<file path="src/rtl/pipe_hazard_ctrl.sv">
// Stall/flush sequencer for the 5-stage pipeline: load-use bubbles, taken-branch
// flushes and a fixed-latency data-memory wait FSM, plus saturating stall counters.
module pipe_hazard_ctrl #(
    parameter int MEM_LAT = 2,
    parameter int CNT_W   = 16
) (
    input  logic             clk,
    input  logic             rst,
    input  logic [4:0]       ID_Rs,
    input  logic [4:0]       ID_Rt,
    input  logic             ID_UseRt,
    input  logic [4:0]       EX_Rdst,
    input  logic             EX_MemR,
    input  logic             EX_BrTaken,
    input  logic             MEM_MemR,
    input  logic             MEM_MemW,
    output logic             PC_Stall,
    output logic             IF_ID_Stall,
    output logic             IF_ID_Flush,
    output logic             ID_EX_Stall,
    output logic             ID_EX_Flush,
    output logic             EX_MEM_Stall,
    output logic             MEM_WB_Flush,
    output logic             Mem_Busy,
    output logic [CNT_W-1:0] Cnt_LoadUse,
    output logic [CNT_W-1:0] Cnt_Branch,
    output logic [CNT_W-1:0] Cnt_MemWait
);

    localparam int              WC_W    = (MEM_LAT < 2) ? 1 : $clog2(MEM_LAT + 1);
    localparam logic [WC_W-1:0] WC_INIT = WC_W'((MEM_LAT > 0) ? (MEM_LAT - 1) : 0);
    localparam logic            HAS_LAT = (MEM_LAT > 0);

    typedef enum logic {
        RUN      = 1'b0,
        MEM_WAIT = 1'b1
    } state_t;

    state_t            r_state;
    logic [WC_W-1:0]   r_wcnt;
    logic [CNT_W-1:0]  r_cnt_lu;
    logic [CNT_W-1:0]  r_cnt_br;
    logic [CNT_W-1:0]  r_cnt_mw;

    logic w_mem_acc;
    logic w_lu;
    logic w_run_acc;
    logic w_mem_stall;
    logic w_br_act;
    logic w_lu_act;

    function automatic logic [CNT_W-1:0] sat_inc(input logic [CNT_W-1:0] v);
        return (v == {CNT_W{1'b1}}) ? v : v + CNT_W'(1);
    endfunction

    assign w_mem_acc = MEM_MemR | MEM_MemW;
    assign w_lu      = EX_MemR & (EX_Rdst != 5'd0) &
                       ((EX_Rdst == ID_Rs) | (ID_UseRt & (EX_Rdst == ID_Rt)));

    // Priority chain: a memory wait freezes everything, a branch beats a load-use bubble.
    assign w_run_acc   = (r_state == RUN) & w_mem_acc & HAS_LAT;
    assign w_mem_stall = w_run_acc | ((r_state == MEM_WAIT) & (r_wcnt != '0));
    assign w_br_act    = EX_BrTaken & ~w_mem_stall;
    assign w_lu_act    = w_lu & ~w_mem_stall & ~EX_BrTaken;

    assign PC_Stall     = rst & (w_mem_stall | w_lu_act);
    assign IF_ID_Stall  = rst & (w_mem_stall | w_lu_act);
    assign IF_ID_Flush  = rst & w_br_act;
    assign ID_EX_Stall  = rst & w_mem_stall;
    assign ID_EX_Flush  = rst & (w_br_act | w_lu_act);
    assign EX_MEM_Stall = rst & w_mem_stall;
    assign MEM_WB_Flush = rst & w_mem_stall;
    assign Mem_Busy     = rst & (r_state == MEM_WAIT);

    assign Cnt_LoadUse = r_cnt_lu;
    assign Cnt_Branch  = r_cnt_br;
    assign Cnt_MemWait = r_cnt_mw;

    always_ff @(posedge clk or negedge rst) begin
        if (!rst) begin
            r_state  <= RUN;
            r_wcnt   <= '0;
            r_cnt_lu <= '0;
            r_cnt_br <= '0;
            r_cnt_mw <= '0;
        end else begin
            case (r_state)
                RUN: begin
                    if (w_run_acc) begin
                        r_state <= MEM_WAIT;
                        r_wcnt  <= WC_INIT;
                    end
                end
                MEM_WAIT: begin
                    // wcnt==0 is the release cycle: the access leaves MEM at this edge.
                    if (r_wcnt != '0) r_wcnt <= r_wcnt - WC_W'(1);
                    else              r_state <= RUN;
                end
                default: r_state <= RUN;
            endcase
            if (w_lu_act)    r_cnt_lu <= sat_inc(r_cnt_lu);
            if (w_br_act)    r_cnt_br <= sat_inc(r_cnt_br);
            if (w_mem_stall) r_cnt_mw <= sat_inc(r_cnt_mw);
        end
    end

endmodule

</file>
<file path="config.mk">
export PLATFORM = sky130hd
export DESIGN_NAME = pipe_hazard_ctrl
export DESIGN_NICKNAME = d
export VERILOG_FILES = /design/src/rtl/pipe_hazard_ctrl.sv
export SDC_FILE = /design/constraint.sdc
export NUM_CORES = 1
export LEC_CHECK = 0
export BUFFER_PORTS_ARGS = -buffer_cell sky130_fd_sc_hd__clkbuf_2
export CAP_MARGIN = 5
export CORE_ASPECT_RATIO = 2
export CORE_MARGIN = 2
export CORE_UTILIZATION = 51
export CTS_BUF_LIST = sky130_fd_sc_hd__clkbuf_8
export DETAILED_ROUTE_END_ITERATION = 10
export HOLD_SLACK_MARGIN = 0.15
export PLACE_DENSITY_LB_ADDON = 0.15
export SYNTH_ARGS = -nofsm -noshare
export SYNTH_HDL_FRONTEND = slang
export SYNTH_SLANG_ARGS = --single-unit
</file>
<file path="constraint.sdc">
create_clock -name clk -period 2.34 [get_ports clk]
set_input_delay 0.117 -clock clk [delete_from_list [all_inputs] [get_ports clk]]
set_output_delay 0.117 -clock clk [all_outputs]
set_load 0.01 [all_outputs]
</file>
Yosys cells after proc, flatten, opt, wreduce, memory -nomap -nowiden

Index checks and enable logic that the tools add are counted.

Memory bits (writable): 0
Memories kept: 0
Input port bits: 22
Bits in latches: 0
Bits in read-only memories: 0
Register bits: 51
Output and inout bits: 56
Logic and storage cells: 52

Multipliers: 0
Shifts and indexed selects: 0
Reduce and logical (&&, ||, !) cells: 6
Magnitude comparators: 0
Add/sub/neg operators: 4
Mux-type cells: 6
Eq/ne operators: 7
Bitwise logic cells: 24
Div/mod/pow operators: 0

Operator list:

| cell                                             | number |
|---|---|
| adder 16 x 1 -> 16 bit, second input constant    | 3 |
| equality test 16 bit, second input constant      | 3 |
| AND 1 bit                                        | 13 |
| equality test 5 bit                              | 2 |
| AND reduction 2 bit                              | 4 |
| inverter 1 bit                                   | 6 |
| OR 1 bit                                         | 5 |
| nonzero test 5 bit                               | 1 |
| 2-to-1 mux 2 bit                                 | 2 |
| one-hot mux 2 bit (2 select lines)               | 1 |
| 2-to-1 mux 1 bit                                 | 2 |
| != test 2 x 1 -> 1 bit, second input constant    | 1 |
| != test 2 bit, second input constant             | 1 |
| one-hot mux 1 bit (2 select lines)               | 1 |
| nonzero test 2 bit                               | 1 |
| subtractor 2 x 1 -> 2 bit, second input constant | 1 |

Depth between registers and ports, before layout

Gate-level depths: netlist of the first run.

Word-level depth: 8
Mapped depth: 8
Mapped depth without buffers: 8

Least setup slack after synthesis of the first run

Ideal clock, no wire load.

Kind: register to register
From: reg r_cnt_lu[0], in the netlist Cnt_LoadUse[0]
To: reg r_cnt_lu[1], in the netlist Cnt_LoadUse[1]
Buffers on the path: 0
Required time: 2.215 ns
Stages on the path, launching flop included: 7
Slack: 0.366 ns
Arrival: 1.849 ns
Cell sequence: dfrtp_1 > ha_1 > nand3_1 > nor4_1 > nor2_1 > nand3_1 > mux2_2

Longest elaborated chain between the ends: 3
Elaborated cells between the ends (all ways): 4

RTL lines:

| element                                                                        | RTL line | text |
|---|---|---|
| start, declared                                                                | 41       | `logic [CNT_W-1:0] r_cnt_lu;` |
| start signal, assigned                                                         | 101      | `if (w_lu_act) r_cnt_lu <= sat_inc(r_cnt_lu);` |
| parallel branches: the longest is 3 deep, another holds adder 16 x 1 -> 16 bit | n/a      |  |

Parallel ways; which one is timed is not known.
A chain may end at the register's enable or synchronous reset.

Worst setup path after layout of the first run

From: reg r_wcnt[0]
To: reg r_cnt_lu[13], in the netlist Cnt_LoadUse[13]

Longest elaborated chain between the ends: 7

RTL lines:

| element                       | RTL line | text |
|---|---|---|
| start, declared               | 40       | `logic [WC_W-1:0] r_wcnt;` |
| start signal, assigned        | 96       | `if (r_wcnt != '0) r_wcnt <= r_wcnt - WC_W'(1);` |
| nonzero test 2 bit            | 62       | `assign w_mem_stall = w_run_acc \| ((r_state == MEM_WAIT) & (r_wcnt != '0));` |
| AND 1 bit                     | 62       |  |
| OR 1 bit                      | 62       |  |
| inverter 1 bit                | 64       | `assign w_lu_act = w_lu & ~w_mem_stall & ~EX_BrTaken;` |
| AND 1 bit (2 in a row)        | 64       |  |
| AND reduction 2 bit (no line) | n/a      |  |

No other way between the ends.

==> results.sh, run 1 <==
export IMPL_syn_nets=286
export IMPL_drive_gt1_share_pct=30.9
export IMPL_hp_start="EX_MemR"
export IMPL_required_ps=2540
export IMPL_grt_ovfl_total=0
export IMPL_drc=0
export IMPL_area_growth_pct=21.4
export IMPL_cts_resized=0
export IMPL_crit_type="flop to flop"
export IMPL_clock_sinks=51
export IMPL_cap_violations=0
export IMPL_holdPathEnd="Cnt_LoadUse[7]$_DFFE_PN0P_"
export IMPL_setup_tns_ps=0
export IMPL_syn_area_um2=2700
export IMPL_die_w_um=55.5
export IMPL_synth_edf_count=0
export IMPL_clock_tree_buffer_depth=2
export IMPL_nets=371
export IMPL_yosysSeqAreaShare_pct=47.2
export IMPL_rows=37
export IMPL_io_buffers=77
export IMPL_layout_common_cells="clkbuf_2 (77), dfrtp_1 (51), xnor2_1 (41)"
export IMPL_final_common_cell="clkbuf_2"
export IMPL_drtIter0Drc=43
export IMPL_leakagePower_nw=1.53
export IMPL_slew_limit_headroom_pct=56.7
export IMPL_worst_pin_slew_ps=649
export IMPL_end_kind="flop"
export IMPL_maxSlewViolCount=0
export IMPL_place_inst=395
export IMPL_max_freq_mhz=485
export IMPL_r2r_cells=8
export IMPL_dieArea_um2=5930
export IMPL_hold_depth=5
export IMPL_htreeDepth=2
export IMPL_grt_max_degree=26
export IMPL_num_vias=2243
export IMPL_start_kind="flop"
export IMPL_grt_pass1_wl_um=9860
export IMPL_totalPowerFinal_w=0.00274
export IMPL_dieHeight_um=107
export IMPL_grt_pass1_vias=2198
export IMPL_place_hpwl_um=4680
export IMPL_core_area_um2=5140
export IMPL_hold_slack_ps=268
export IMPL_stdcell_count=404
export IMPL_fin_skew_ps=8.85
export IMPL_antenna_found_initial=0
export IMPL_post_route_period_util_pct=88.2
export IMPL_synth_warnings=0
export IMPL_synthCells=260
export IMPL_syn_avg_cell_area_um2=10.4
export IMPL_status="complete, no violations"
export IMPL_finalSetupViolCount=0
export IMPL_finish_utilization_pct=63.8
export IMPL_nFillCells=449
export IMPL_clkTransAtPathRegs_ps=100
export IMPL_antenna_cells=0
export IMPL_clk_latency_ps=310
export IMPL_vias_per_cell=5.55
export IMPL_first_pass_iters=4
export IMPL_hold_viol=0
export IMPL_ir_drop_mv=0.590
export IMPL_min_period_ps=2060
export IMPL_r2r_end="Cnt_LoadUse[13]$_DFFE_PN0P_"
export IMPL_synth_ff_type="dfrtp_1"
export IMPL_reg2reg_slack_ps=280
export IMPL_gp_congestion=0.775
export IMPL_drt_wl_total_um=6070
export IMPL_arrival_ps=2260
export IMPL_routedWlPerCell_um=15.0
export IMPL_initial_core_util_pct=52.6
export IMPL_synth_distinct_cells=38
export IMPL_critPathMaxFanout=11
export IMPL_cts_tree="done"
export IMPL_ys_ff_latch=51
export IMPL_cts_buffers=5
export IMPL_grt_use_total_pct=21.1
export IMPL_io_pins=78
export IMPL_p_per_area_nw_per_um2=837
export IMPL_grt_setup_unrepaired="false"
export IMPL_ant_nets=0
export IMPL_hp_class="primary input to flop"
export IMPL_ys_async_sr_fraction_pct=100
export IMPL_cts_root_buf="clkbuf_8"
export IMPL_regToRegStartpoint="r_wcnt[0]$_DFFE_PN0P_"
[report_power, final]
part	switching (W)	total, W	internal, W
Combinational	0.000499	0.000894	0.000395
Sequential	0.000186	0.00123	0.00104
Clock	0.000302	0.000621	0.000319
[cells by family (layout without fill, tap and decap cells)]
logic type	count (synthesis)	after routing	synth area share, %
DFF	51	51	47.2
muxes	6	6	2.50
adders and majority gates	4	4	1.85
xor gates and xnor gates	50	50	16.2
and+or+nand+nor	120	120	24.0
AOI/OAI and AO/OA	17	17	5.70
buffers and inverters	12	98	2.50
[synthesized netlist by cell type, types with 2 or more instances]
| cell type | instances | area [µm²] |
|---|---|---|
| a211oi_1 | 2 | 15.0 |
| a21oi_1 | 4 | 20.0 |
| and2_1 | 4 | 25.0 |
| and3_1 | 9 | 56.3 |
| and4_1 | 3 | 26.3 |
| buf_4 | 4 | 30.0 |
| dfrtp_1 | 51 | 1280 |
| ha_1 | 4 | 50.1 |
| inv_1 | 6 | 22.5 |
| mux2_2 | 6 | 67.6 |
| nand2_1 | 22 | 82.6 |
| nand2b_1 | 3 | 18.8 |
| nand3_1 | 23 | 115 |
| nand4_1 | 19 | 119 |
| nor2_1 | 15 | 56.3 |
| nor2_2 | 2 | 12.5 |
| nor2b_1 | 3 | 18.8 |
| nor3_1 | 4 | 20.0 |
| nor4_1 | 6 | 37.5 |
| o21ai_0 | 2 | 10.0 |
| o22ai_1 | 2 | 12.5 |
| or2_2 | 2 | 12.5 |
| xnor2_1 | 41 | 359 |
| xor2_1 | 9 | 78.8 |
[stage by stage]
stage,setup WS (ps),area [µm²]
after floorplan,366,2700
after global placement,361,3160
after detailed placement,305,3160
after CTS,307,3280
after global routing,15.0,3280
final,276,3280
[cell type report]
type                            count  area (µm²)  area share (%)
Clock buffer                        5        68.8            2.10
Sequential cell                    51        1280            38.9
Tap cell                           58        72.6            2.21
Clock inverter                      3        43.8            1.34
Multi-Input combinational cell    197        1360            41.4
Inverter                            7        26.3           0.802
Timing Repair Buffer               83         433            13.2
[timing repair]
| item | 4_1_cts | 5_1_grt |
|---|---|---|
| endpoints found under the hold margin | 17 | 0 |
| setup endpoints to repair | 0 | 0 |
| hold buffers | 1 | 0 |
| buffers inserted | 0 | 0 |
[sequential cells by signal (all words and copies together), names as in the netlist]
name,flops
Cnt_LoadUse,16
Cnt_MemWait,16
r_state,1
Cnt_Branch,16
r_wcnt,2
[routing by layer]
metal | up-vias | global-route usage (%) | wire [µm]
met5 | - | 0 | 0
met4 | 0 | 6.27 | 73
met3 | 7 | 3.02 | 226
met2 | 60 | 42.3 | 3500
met1 | 1093 | 21.7 | 2270
li1 | 1083 | - | -
[how the worst max path moves through the flow]
stage | startpoint | end | cells after the start
2_1_floorplan | Cnt_LoadUse[0]$_DFFE_PN0P_ | Cnt_LoadUse[1]$_DFFE_PN0P_ | 6
6_report | r_wcnt[0]$_DFFE_PN0P_ | Cnt_LoadUse[13]$_DFFE_PN0P_ | 8
3_3_place_gp | r_wcnt[0]$_DFFE_PN0P_ | Cnt_LoadUse[11]$_DFFE_PN0P_ | 8
4_1_cts | r_wcnt[1]$_DFFE_PN0P_ | Cnt_LoadUse[11]$_DFFE_PN0P_ | 8
3_5_place_dp | r_wcnt[0]$_DFFE_PN0P_ | Cnt_LoadUse[13]$_DFFE_PN0P_ | 8
5_1_grt | r_wcnt[0]$_DFFE_PN0P_ | Cnt_LoadUse[11]$_DFFE_PN0P_ | 8
[critical path: stages (launching register included)]
cell       delay (ps)
dfrtp_1           390
inv_1              60
ha_1              130
nand2b_1          200
and2_4            260
inv_2             110
a2111oi_0         460
nand4_1           190
xnor2_1           170
Note: power is estimated with default switching activity, not from simulation.
==> inputs of run 2 (changes only) <==
Settings changed: CORE_ASPECT_RATIO 2 to default.
==> run 2 against run 1 <==
Against the previous run:
- fmax up 0.85%
- register-to-register slack better by 20 ps
- via count down 1.4%
- critical path type unchanged
- critical endpoint is now Cnt_LoadUse[11]$_DFFE_PN0P_
- largest power group unchanged
- highest routed layer unchanged
==> results.sh, run 2 (same netlist as run 1, synthesis figures left out) <==
export IMPL_leakagePower_nw=1.53
export IMPL_drc=0
export IMPL_first_pass_iters=4
export IMPL_clock_sinks=51
export IMPL_cap_violations=0
export IMPL_cp_slowest_cell="a2111oi_0"
export IMPL_core_area_um2=5110
export IMPL_io_buffers=77
export IMPL_required_ps=2520
export IMPL_die_w_um=76.8
export IMPL_reg2reg_slack_ps=290
export IMPL_setup_slack_ps=293
export IMPL_post_route_period_util_pct=87.5
export IMPL_cts_root_buf="clkbuf_8"
export IMPL_dp_slack_ps=325
export IMPL_gp_congestion=0.813
export IMPL_crit_type="flop to flop"
export IMPL_hp_class="primary input to flop"
export IMPL_clk_latency_ps=300
export IMPL_end_kind="flop"
export IMPL_num_vias=2212
export IMPL_slew_limit_headroom_pct=63.6
export IMPL_r2r_cells=8
export IMPL_finalSetupViolCount=0
export IMPL_layout_common_cells="clkbuf_2 (77), dfrtp_1 (51), xnor2_1 (41)"
export IMPL_critical_path_max_stage_delay_ps=440
export IMPL_crit_path_start="r_wcnt[0]$_DFFE_PN0P_"
export IMPL_nets=372
export IMPL_fin_skew_ps=9.20
export IMPL_grt_ovfl_total=0
export IMPL_min_period_ps=2050
export IMPL_status="complete, no violations"
export IMPL_area_growth_pct=22.2
export IMPL_ant_nets=0
export IMPL_rows=26
export IMPL_endpoint="Cnt_LoadUse[11]$_DFFE_PN0P_"
export IMPL_r2r_end="Cnt_LoadUse[11]$_DFFE_PN0P_"
export IMPL_clkTransAtPathRegs_ps=100
export IMPL_vias_per_cell=5.30
export IMPL_maxSlewViolCount=0
export IMPL_stdcell_count=417
export IMPL_grt_pass1_wl_um=9600
export IMPL_hold_slack_ps=249
export IMPL_grt_setup_unrepaired="false"
export IMPL_final_common_cell="clkbuf_2"
export IMPL_regToRegStartpoint="r_wcnt[0]$_DFFE_PN0P_"
export IMPL_cts_tree="done"
export IMPL_arrival_ps=2230
export IMPL_antenna_cells=0
export IMPL_drtIter0Drc=76
export IMPL_cts_resized=0
export IMPL_htreeDepth=2
export IMPL_dieArea_um2=5900
export IMPL_grt_max_degree=26
export IMPL_clock_tree_buffer_depth=2
export IMPL_ir_drop_mv=0.699
export IMPL_place_hpwl_um=4320
export IMPL_setup_tns_ps=0
export IMPL_critPathMaxFanout=11
export IMPL_p_per_area_nw_per_um2=825
export IMPL_grt_use_total_pct=19.8
export IMPL_grt_pass1_vias=2118
export IMPL_place_inst=408
export IMPL_drt_wl_total_um=5560
export IMPL_worst_pin_slew_ps=532
export IMPL_start_kind="flop"
export IMPL_dieHeight_um=76.8
export IMPL_routedWlPerCell_um=13.3
export IMPL_cp_cell_sequence="inv_1, ha_1, nand2b_1, and2_4, inv_2, a2111oi_0, nand4_1, xnor2_1"
export IMPL_max_freq_mhz=489
export IMPL_antenna_found_initial=0
export IMPL_hold_viol=0
export IMPL_initial_core_util_pct=52.9
export IMPL_io_pins=78
export IMPL_cts_buffers=5
export IMPL_drive_gt1_share_pct=31.1
-- run 2: changes by cell type in the layout (fill, tap and decap cells not counted) --
cell / change
buf_4: +1
-- run 2: final cells by class --
type,count,area (µm²)
clock buffers,5,68.8
clock inverters,3,43.8
fillers,453,1810
inverters,7,26.3
multi-input cells,197,1360
flip-flops and latches,51,1280
well taps,70,87.6
repair buffers,84,440
-- run 2: worst min path at each step --
stage	start	end	slack (ps)	cells after the start
6_report	EX_MemR	Cnt_LoadUse[7]$_DFFE_PN0P_	250	5
5_1_grt	EX_MemR	Cnt_LoadUse[7]$_DFFE_PN0P_	270	5
3_3_place_gp	rst	Cnt_Branch[2]$_DFFE_PN0P_	120	1
2_1_floorplan	rst	Cnt_Branch[0]$_DFFE_PN0P_	-180	0
3_5_place_dp	rst	Cnt_Branch[0]$_DFFE_PN0P_	130	1
4_1_cts	EX_MemR	Cnt_LoadUse[7]$_DFFE_PN0P_	240	5
-- run 2: critical path, delay by kind of cell (launching register included) --
| family | cells | cell delay [ps] |
|---|---|---|
| buf+inv | 2 | 170 |
| xor+xnor | 1 | 150 |
| flops | 1 | 410 |
| simple gates | 3 | 630 |
| fa+ha+maj | 1 | 120 |
| compound gates | 1 | 440 |
-- run 2: per-layer routing --
| metal | GRT usage [%] | up-vias | wire (µm) |
|---|---|---|---|
| li1 | - | 1089 | - |
| met1 | 27.5 | 1072 | 2570 |
| met2 | 32.2 | 49 | 2700 |
| met3 | 3.29 | 2 | 262 |
| met4 | 5.45 | 0 | 27 |
| met5 | 0 | - | 0 |
-- run 2: per-stage QoR --
step / power (W) / area, µm² / util [%]
global placement: 0.00211 / 3180 / 62.2
floorplan: 0.00183 / 2700 / -
global route: 0.00292 / 3300 / 64.6
detailed placement: 0.00214 / 3180 / 62.2
finish: 0.00272 / 3300 / 64.6
CTS: 0.00276 / 3300 / 64.6
-- run 2: repair_timing --
action,4_1_cts,5_1_grt
buffers inserted,0,0
hold buffers,1,0
endpoints found under the hold margin,18,0
-- run 2: power breakdown --
part / internal [W] / switching (W) / leakage [nW]
logic: 0.000394 / 0.000488 / 0.814
registers: 0.00104 / 0.000191 / 0.662
clock network: 0.000319 / 0.000289 / 0.0581
